[config.mk]
export PLATFORM = sky130hd
export DESIGN_NAME = saes32_issue_arbiter
export DESIGN_NICKNAME = d
export VERILOG_FILES = /design/src/rtl/saes32_arb_pkg.sv /design/src/rtl/saes32_mask_lfsr.sv /design/src/rtl/saes32_issue_arbiter.sv
export SDC_FILE = /design/constraint.sdc
export NUM_CORES = 1
export LEC_CHECK = 0
export BUFFER_PORTS_ARGS = -buffer_cell sky130_fd_sc_hd__buf_2
export CAP_MARGIN = 20
export CORE_AREA = 2 2 171 173
export CTS_BUF_LIST = sky130_fd_sc_hd__clkbuf_2 sky130_fd_sc_hd__clkbuf_4 sky130_fd_sc_hd__clkbuf_8
export CTS_CLUSTER_SIZE = 14
export DETAILED_ROUTE_END_ITERATION = 16
export DIE_AREA = 0 0 173 175
export PLACE_DENSITY = 0.6
export SYNTH_ARGS = -nofsm -noshare
export SYNTH_HDL_FRONTEND = slang
export SYNTH_SLANG_ARGS = --single-unit
[constraint.sdc]
create_clock -name clk_i -period 8.1 [get_ports clk_i]
set_input_delay 0.81 -clock clk_i [delete_from_list [all_inputs] [get_ports clk_i]]
set_output_delay 0.81 -clock clk_i [all_outputs]
set_load 0.02 [all_outputs]
[src/rtl/saes32_arb_pkg.sv]
// Shared types, constants and the LFSR advance function
// for the saes32 issue arbiter.
package saes32_arb_pkg;

    typedef enum logic [1:0] {
        OP_ENCS  = 2'd0,
        OP_ENCSM = 2'd1,
        OP_DECS  = 2'd2,
        OP_DECSM = 2'd3
    } op_e;

    // Fibonacci taps 64,63,61,60 -> state bits 63,62,60,59
    localparam logic [63:0] LFSR_TAPS = 64'hD800_0000_0000_0000;
    localparam int RAND_BITS = 26;

    function automatic logic [63:0] lfsr_advance(input logic [63:0] s);
        logic [63:0] r;
        r = s;
        for (int i = 0; i < RAND_BITS; i++) begin
            r = {r[62:0], ^(r & LFSR_TAPS)};
        end
        return r;
    endfunction

endpackage

[src/rtl/saes32_mask_lfsr.sv]
// Mask randomness source: 64-bit LFSR advanced 26 steps per issue,
// reseedable at run time.
module saes32_mask_lfsr
    import saes32_arb_pkg::*;
#(
    parameter logic [63:0] LFSR_RESET = 64'hACE1_2468_BDF1_3579
) (
    input  logic                 clk_i,
    input  logic                 rst_i,
    input  logic                 seed_load_i,
    input  logic [63:0]          seed_i,
    input  logic                 advance_i,
    output logic [RAND_BITS-1:0] randombits_o
);

    logic [63:0] lfsr_q;

    // Reseed wins over advance; an all-zero seed would lock up the LFSR
    always_ff @(posedge clk_i or posedge rst_i) begin
        if (rst_i) begin
            lfsr_q <= LFSR_RESET;
        end else if (seed_load_i) begin
            lfsr_q <= (seed_i == 64'd0) ? 64'd1 : seed_i;
        end else if (advance_i) begin
            lfsr_q <= lfsr_advance(lfsr_q);
        end
    end

    assign randombits_o = lfsr_q[RAND_BITS-1:0];

endmodule

[src/rtl/saes32_issue_arbiter.sv]
// Two-requester round-robin issue arbiter with per-requester credit
// tracking and result routing for a shared saes32 unit.
module saes32_issue_arbiter
    import saes32_arb_pkg::*;
#(
    parameter int          X_ID_WIDTH      = 4,
    parameter int          MAX_OUTSTANDING = 4,
    parameter logic [63:0] LFSR_RESET      = 64'hACE1_2468_BDF1_3579
) (
    input  logic                  clk_i,
    input  logic                  rst_i,

    input  logic                  req0_valid_i,
    output logic                  req0_ready_o,
    input  logic [31:0]           req0_rs1_i,
    input  logic [31:0]           req0_rs2_i,
    input  logic [1:0]            req0_bs_i,
    input  logic [1:0]            req0_op_i,
    input  logic [X_ID_WIDTH-1:0] req0_id_i,

    input  logic                  req1_valid_i,
    output logic                  req1_ready_o,
    input  logic [31:0]           req1_rs1_i,
    input  logic [31:0]           req1_rs2_i,
    input  logic [1:0]            req1_bs_i,
    input  logic [1:0]            req1_op_i,
    input  logic [X_ID_WIDTH-1:0] req1_id_i,

    output logic                  fu_valid_o,
    input  logic                  fu_ready_i,
    output logic [31:0]           fu_rs1_o,
    output logic [31:0]           fu_rs2_o,
    output logic [1:0]            fu_bs_o,
    output logic                  fu_op_encs_o,
    output logic                  fu_op_encsm_o,
    output logic                  fu_op_decs_o,
    output logic                  fu_op_decsm_o,
    output logic [25:0]           fu_randombits_o,
    output logic [X_ID_WIDTH:0]   fu_id_o,

    input  logic [31:0]           fu_result_i,
    input  logic [X_ID_WIDTH:0]   fu_id_i,
    input  logic                  fu_valid_i,
    output logic                  fu_ready_o,

    output logic                  rsp0_valid_o,
    input  logic                  rsp0_ready_i,
    output logic [31:0]           rsp0_result_o,
    output logic [X_ID_WIDTH-1:0] rsp0_id_o,

    output logic                  rsp1_valid_o,
    input  logic                  rsp1_ready_i,
    output logic [31:0]           rsp1_result_o,
    output logic [X_ID_WIDTH-1:0] rsp1_id_o,

    input  logic                  seed_load_i,
    input  logic [63:0]           seed_i,

    output logic                  err_o
);

    localparam logic [3:0] MAX_CNT = 4'(MAX_OUTSTANDING);

    logic [3:0] cnt_q [2];
    logic       ptr_q;
    logic       lock_q;
    logic       lock_gnt_q;
    logic       err_q;

    logic [1:0] req_valid;
    logic [1:0] elig;
    logic [1:0] iss_hs;
    logic [1:0] rsp_valid;
    logic [1:0] rsp_ready;
    logic [1:0] rsp_hs;
    logic       gnt;
    logic       fu_hs;
    logic       rsp_sel;
    op_e        op;

    assign req_valid = {req1_valid_i, req0_valid_i};

    always_comb begin
        for (int n = 0; n < 2; n++) begin
            elig[n] = !rst_i && req_valid[n] && (cnt_q[n] < MAX_CNT);
        end
    end

    // A stalled issue keeps its grant until the FU accepts it
    always_comb begin
        gnt = ptr_q;
        if (lock_q) begin
            gnt = lock_gnt_q;
        end else if (elig[ptr_q]) begin
            gnt = ptr_q;
        end else if (elig[~ptr_q]) begin
            gnt = ~ptr_q;
        end
    end

    assign fu_valid_o   = (|elig) || lock_q;
    assign fu_hs        = fu_valid_o && fu_ready_i;
    assign req0_ready_o = fu_ready_i && !gnt && elig[0];
    assign req1_ready_o = fu_ready_i && gnt && elig[1];
    assign iss_hs       = {req1_valid_i && req1_ready_o,
                           req0_valid_i && req0_ready_o};

    assign fu_rs1_o = gnt ? req1_rs1_i : req0_rs1_i;
    assign fu_rs2_o = gnt ? req1_rs2_i : req0_rs2_i;
    assign fu_bs_o  = gnt ? req1_bs_i  : req0_bs_i;
    assign fu_id_o  = {gnt, gnt ? req1_id_i : req0_id_i};
    assign op       = op_e'(gnt ? req1_op_i : req0_op_i);

    assign fu_op_encs_o  = (op == OP_ENCS);
    assign fu_op_encsm_o = (op == OP_ENCSM);
    assign fu_op_decs_o  = (op == OP_DECS);
    assign fu_op_decsm_o = (op == OP_DECSM);

    assign rsp_sel      = fu_id_i[X_ID_WIDTH];
    assign rsp_ready    = {rsp1_ready_i, rsp0_ready_i};
    assign rsp_valid[0] = !rst_i && fu_valid_i && !rsp_sel;
    assign rsp_valid[1] = !rst_i && fu_valid_i && rsp_sel;
    assign rsp_hs       = rsp_valid & rsp_ready;
    assign fu_ready_o   = !rst_i && rsp_ready[rsp_sel];

    assign rsp0_valid_o  = rsp_valid[0];
    assign rsp1_valid_o  = rsp_valid[1];
    assign rsp0_result_o = fu_result_i;
    assign rsp1_result_o = fu_result_i;
    assign rsp0_id_o     = fu_id_i[X_ID_WIDTH-1:0];
    assign rsp1_id_o     = fu_id_i[X_ID_WIDTH-1:0];
    assign err_o         = err_q;

    always_ff @(posedge clk_i or posedge rst_i) begin
        if (rst_i) begin
            ptr_q      <= 1'b0;
            lock_q     <= 1'b0;
            lock_gnt_q <= 1'b0;
        end else begin
            if (fu_hs) begin
                ptr_q <= ~gnt;
            end
            if (fu_valid_o && !fu_ready_i) begin
                lock_q     <= 1'b1;
                lock_gnt_q <= gnt;
            end else begin
                lock_q <= 1'b0;
            end
        end
    end

    // A result for a requester with nothing in flight is flagged, count floors at 0
    always_ff @(posedge clk_i or posedge rst_i) begin
        if (rst_i) begin
            for (int n = 0; n < 2; n++) begin
                cnt_q[n] <= 4'd0;
            end
            err_q <= 1'b0;
        end else begin
            for (int n = 0; n < 2; n++) begin
                if (iss_hs[n] && !rsp_hs[n]) begin
                    cnt_q[n] <= cnt_q[n] + 4'd1;
                end else if (!iss_hs[n] && rsp_hs[n] && cnt_q[n] != 4'd0) begin
                    cnt_q[n] <= cnt_q[n] - 4'd1;
                end
                if (rsp_valid[n] && cnt_q[n] == 4'd0) begin
                    err_q <= 1'b1;
                end
            end
        end
    end

    saes32_mask_lfsr #(
        .LFSR_RESET (LFSR_RESET)
    ) u_lfsr (
        .clk_i        (clk_i),
        .rst_i        (rst_i),
        .seed_load_i  (seed_load_i),
        .seed_i       (seed_i),
        .advance_i    (fu_hs),
        .randombits_o (fu_randombits_o)
    );

endmodule
==> results.toml <==
[sta]
drv_slew = 0
totalNegativeSetupSlack_ps = 0
setup_viol = 0
hold_ws_ps = 472
fin_crit_sh_pct = 50.2
hold_viol_final = 0
fin_skew_ps = 17.3
slew-limit-headroom_pct = 43.2
rsz0062_at_grt = "false"
finalCriticalPeriod_ps = 4070
worst_pin_slew_ps = 852
max_freq_mhz = 246

[global_route]
grt_pass1_wl_mm = 41.2
antenna_found_initial = 22
grt_overflow = 0
grt_pass1_vias = 5510
grt_util_all_layers_pct = 19.2
grt_max_degree = 130

[hold_path]
holdPathStages = 2
worst_hold_startpoint = "u_lfsr.lfsr_q[28]$_DFFE_PP1P_"
hp-class = "reg2reg"
holdPathEnd = "u_lfsr.lfsr_q[28]$_DFFE_PP1P_"

[floorplanning]
dieWidth_um = 173
rows = 62
dieArea_um2 = 30300
core_um2 = 28400
start_util_pct = 22.8
ios = 434
die_height_um = 175

[worst_setup_path]
r2r-start = "cnt_q[3]$_DFFE_PP0P_"
crit_fanout = 50
cp.arrival_ps = 3260
rr_endpoint = "u_lfsr.lfsr_q[11]$_DFFE_PP0P_"
regToRegSetupSlack_ps = 5280
critPathLaunchType = "primary input"
required_ps = 7290
r2r_cells = 7
critPathKind = "in2out"
worst_setup_path_end_kind = "output port"

[final_layout]
drive_gt1_share_pct = 53.2
multiInputGateArea_um2 = 3570
fin_nets = 1139
ff_latch_area_um2 = 1940
area_growth_pct = 23.0
fin_cells = 1273
fillers = 3087

[power_and_ir_drop]
power_density_nw_per_um2 = 304
p_leak_nw = 3.80
irDropWorstVdd_uv = 109

[place]
place.gp.congestion = 0.860
portBuffers = 325
dp.cells = 1249
place_hpwl_mm = 26.1

[yosys]
syn-cell-area_um2 = 6480
synth_edf_count = 0
synth-seq-cells = 76
postSynthCellCount = 671
ys.flop_type = "dfrtp_1"
yosys_warnings = 0
synth_cell_types = 48
avgSynthCellArea_um2 = 9.66
async_flop_share_pct = 100
synth_fp_nets = 931
yosysSeqAreaShare_pct = 30.0

[routing]
vias = 5778
drt_iter0_drc = 337
drc = 0
first_pass_iters = 4
ant_nets = 0
wl_mm = 30.3
wl_per_cell_um = 23.8
vias_per_cell = 4.54

[clock_tree]
cts-root-buf = "clkbuf_8"
cts_made_buffers = 9
ctsHoldBuffers = 0
cts_resized = 0
path_clk_slew_ps = 90
cts_max_path_buffers = 2
htree_num_levels = 3
clkLatencyLatePin_ps = 380
cts_sinks = 76
cts_tree = "done"
post_cts_buffers = 0

[run_status]
status = "finished clean"

[flow_run]
max_cap_violations = 0
[where the power goes]
group	switching, mW	internal [mW]	total, mW
combinational	0.812	0.685	1.50
clock	0.161	0.153	0.314
sequential	0.122	0.496	0.618
total	1.10	1.33	2.43
[registers in the layout (all words and copies together) (netlist names)]
name           flops
u_lfsr.lfsr_q     64
err_o              1
lock_q             1
ptr_q              1
cnt_q              8
lock_gnt_q         1
[per-stage QoR]
stage	total power [mW]	utilization [%]	setup WS, ps	instance area (µm²)
final	2.43	28.1	4030	7980
after global routing	2.57	28.1	3900	7970
after CTS	2.43	27.8	3640	7880
after detailed placement	2.11	27.0	3650	7670
after global placement	2.09	27.0	3720	7670
after floorplan	1.80	-	4160	6480
[cell usage in the layout (no fill, tap or decap), drive strengths merged, types with 4 or more instances in the layout]
master    n
nor4     18
inv       4
nand2    58
nor2b    39
dfrtp    43
xnor2    52
nor2      7
a211oi   17
a21oi    96
ha        4
diode     5
o21ai    15
mux2     76
a21o     17
dfstp    33
xor2     12
mux2i    12
clkbuf   10
nand4     4
buf     334
[critical path, stage by stage]
cell and delay, ps:
buf_2 150, nor4b_2 360, a21oi_2 90, o21ai_4 510, buf_4 770, mux2_4 350, buf_2 160
[Yosys cell counts, types with 2 or more instances]
library cell	number	area, µm²
nand4_1	4	25.0
dfrtp_1	43	1080
buf_2	7	35.0
buf_6	8	90.1
nor3_1	3	15.0
or3b_1	2	17.5
o21ai_0	13	65.1
dfstp_2	33	867
a21oi_1	95	475
a211oi_1	16	120
xor2_1	12	105
buf_4	101	758
mux2_4	69	1040
inv_1	2	7.51
nand3_1	3	15.0
mux2_2	7	78.8
clkbuf_1	16	60.1
ha_1	4	50.1
a21o_1	17	128
fa_1	2	40.0
mux2i_1	12	120
nor2b_1	39	244
buf_1	5	18.8
nand2b_1	3	18.8
nand2_1	57	214
nor4_1	18	113
nor2_1	7	26.3
xnor2_1	52	455
nand3b_1	2	15.0
[worst max path at each step]
stage,start,endpoint,slack (ps)
6_report,rst_i,fu_id_o[0],4030
5_1_grt,rst_i,fu_rs1_o[28],3900
4_1_cts,rst_i,fu_id_o[0],3640
3_5_place_dp,rst_i,fu_id_o[0],3650
3_3_place_gp,rst_i,fu_rs2_o[16],3720
2_1_floorplan,rst_i,fu_valid_o,4160
[final cells by class]
cell class | instances | area share [%]
sequential | 76 | 24.4
inverter | 2 | 0.0941
antenna | 5 | 0.157
multi-input combinational | 456 | 44.8
timing repair buffer | 334 | 22.0
clock buffer | 10 | 1.73
tap | 384 | 6.02
clock inverter | 6 | 0.878
[cell families after synthesis]
kind of cell	Yosys count	synth area share, %
AO/OA/AOI/OAI	150	13.7
XOR/XNOR	64	8.65
adder cells (fa/ha/maj)	6	1.39
buffers and inverters	139	15.0
flip-flops	76	30.0
multiplexers	88	19.1
AND/OR/NAND/NOR	148	12.3
[routing by layer]
layer / vias up / GRT usage (%) / share of wire [%]
met2: 379 / 31.0 / 47
met3: 43 / 8.62 / 11
li1: 2654 / - / -
met4: 4 / 4.70 / 1.7
met5: - / 0 / 0.086
met1: 2698 / 23.3 / 39
Note: power is estimated with default switching activity, not from simulation.
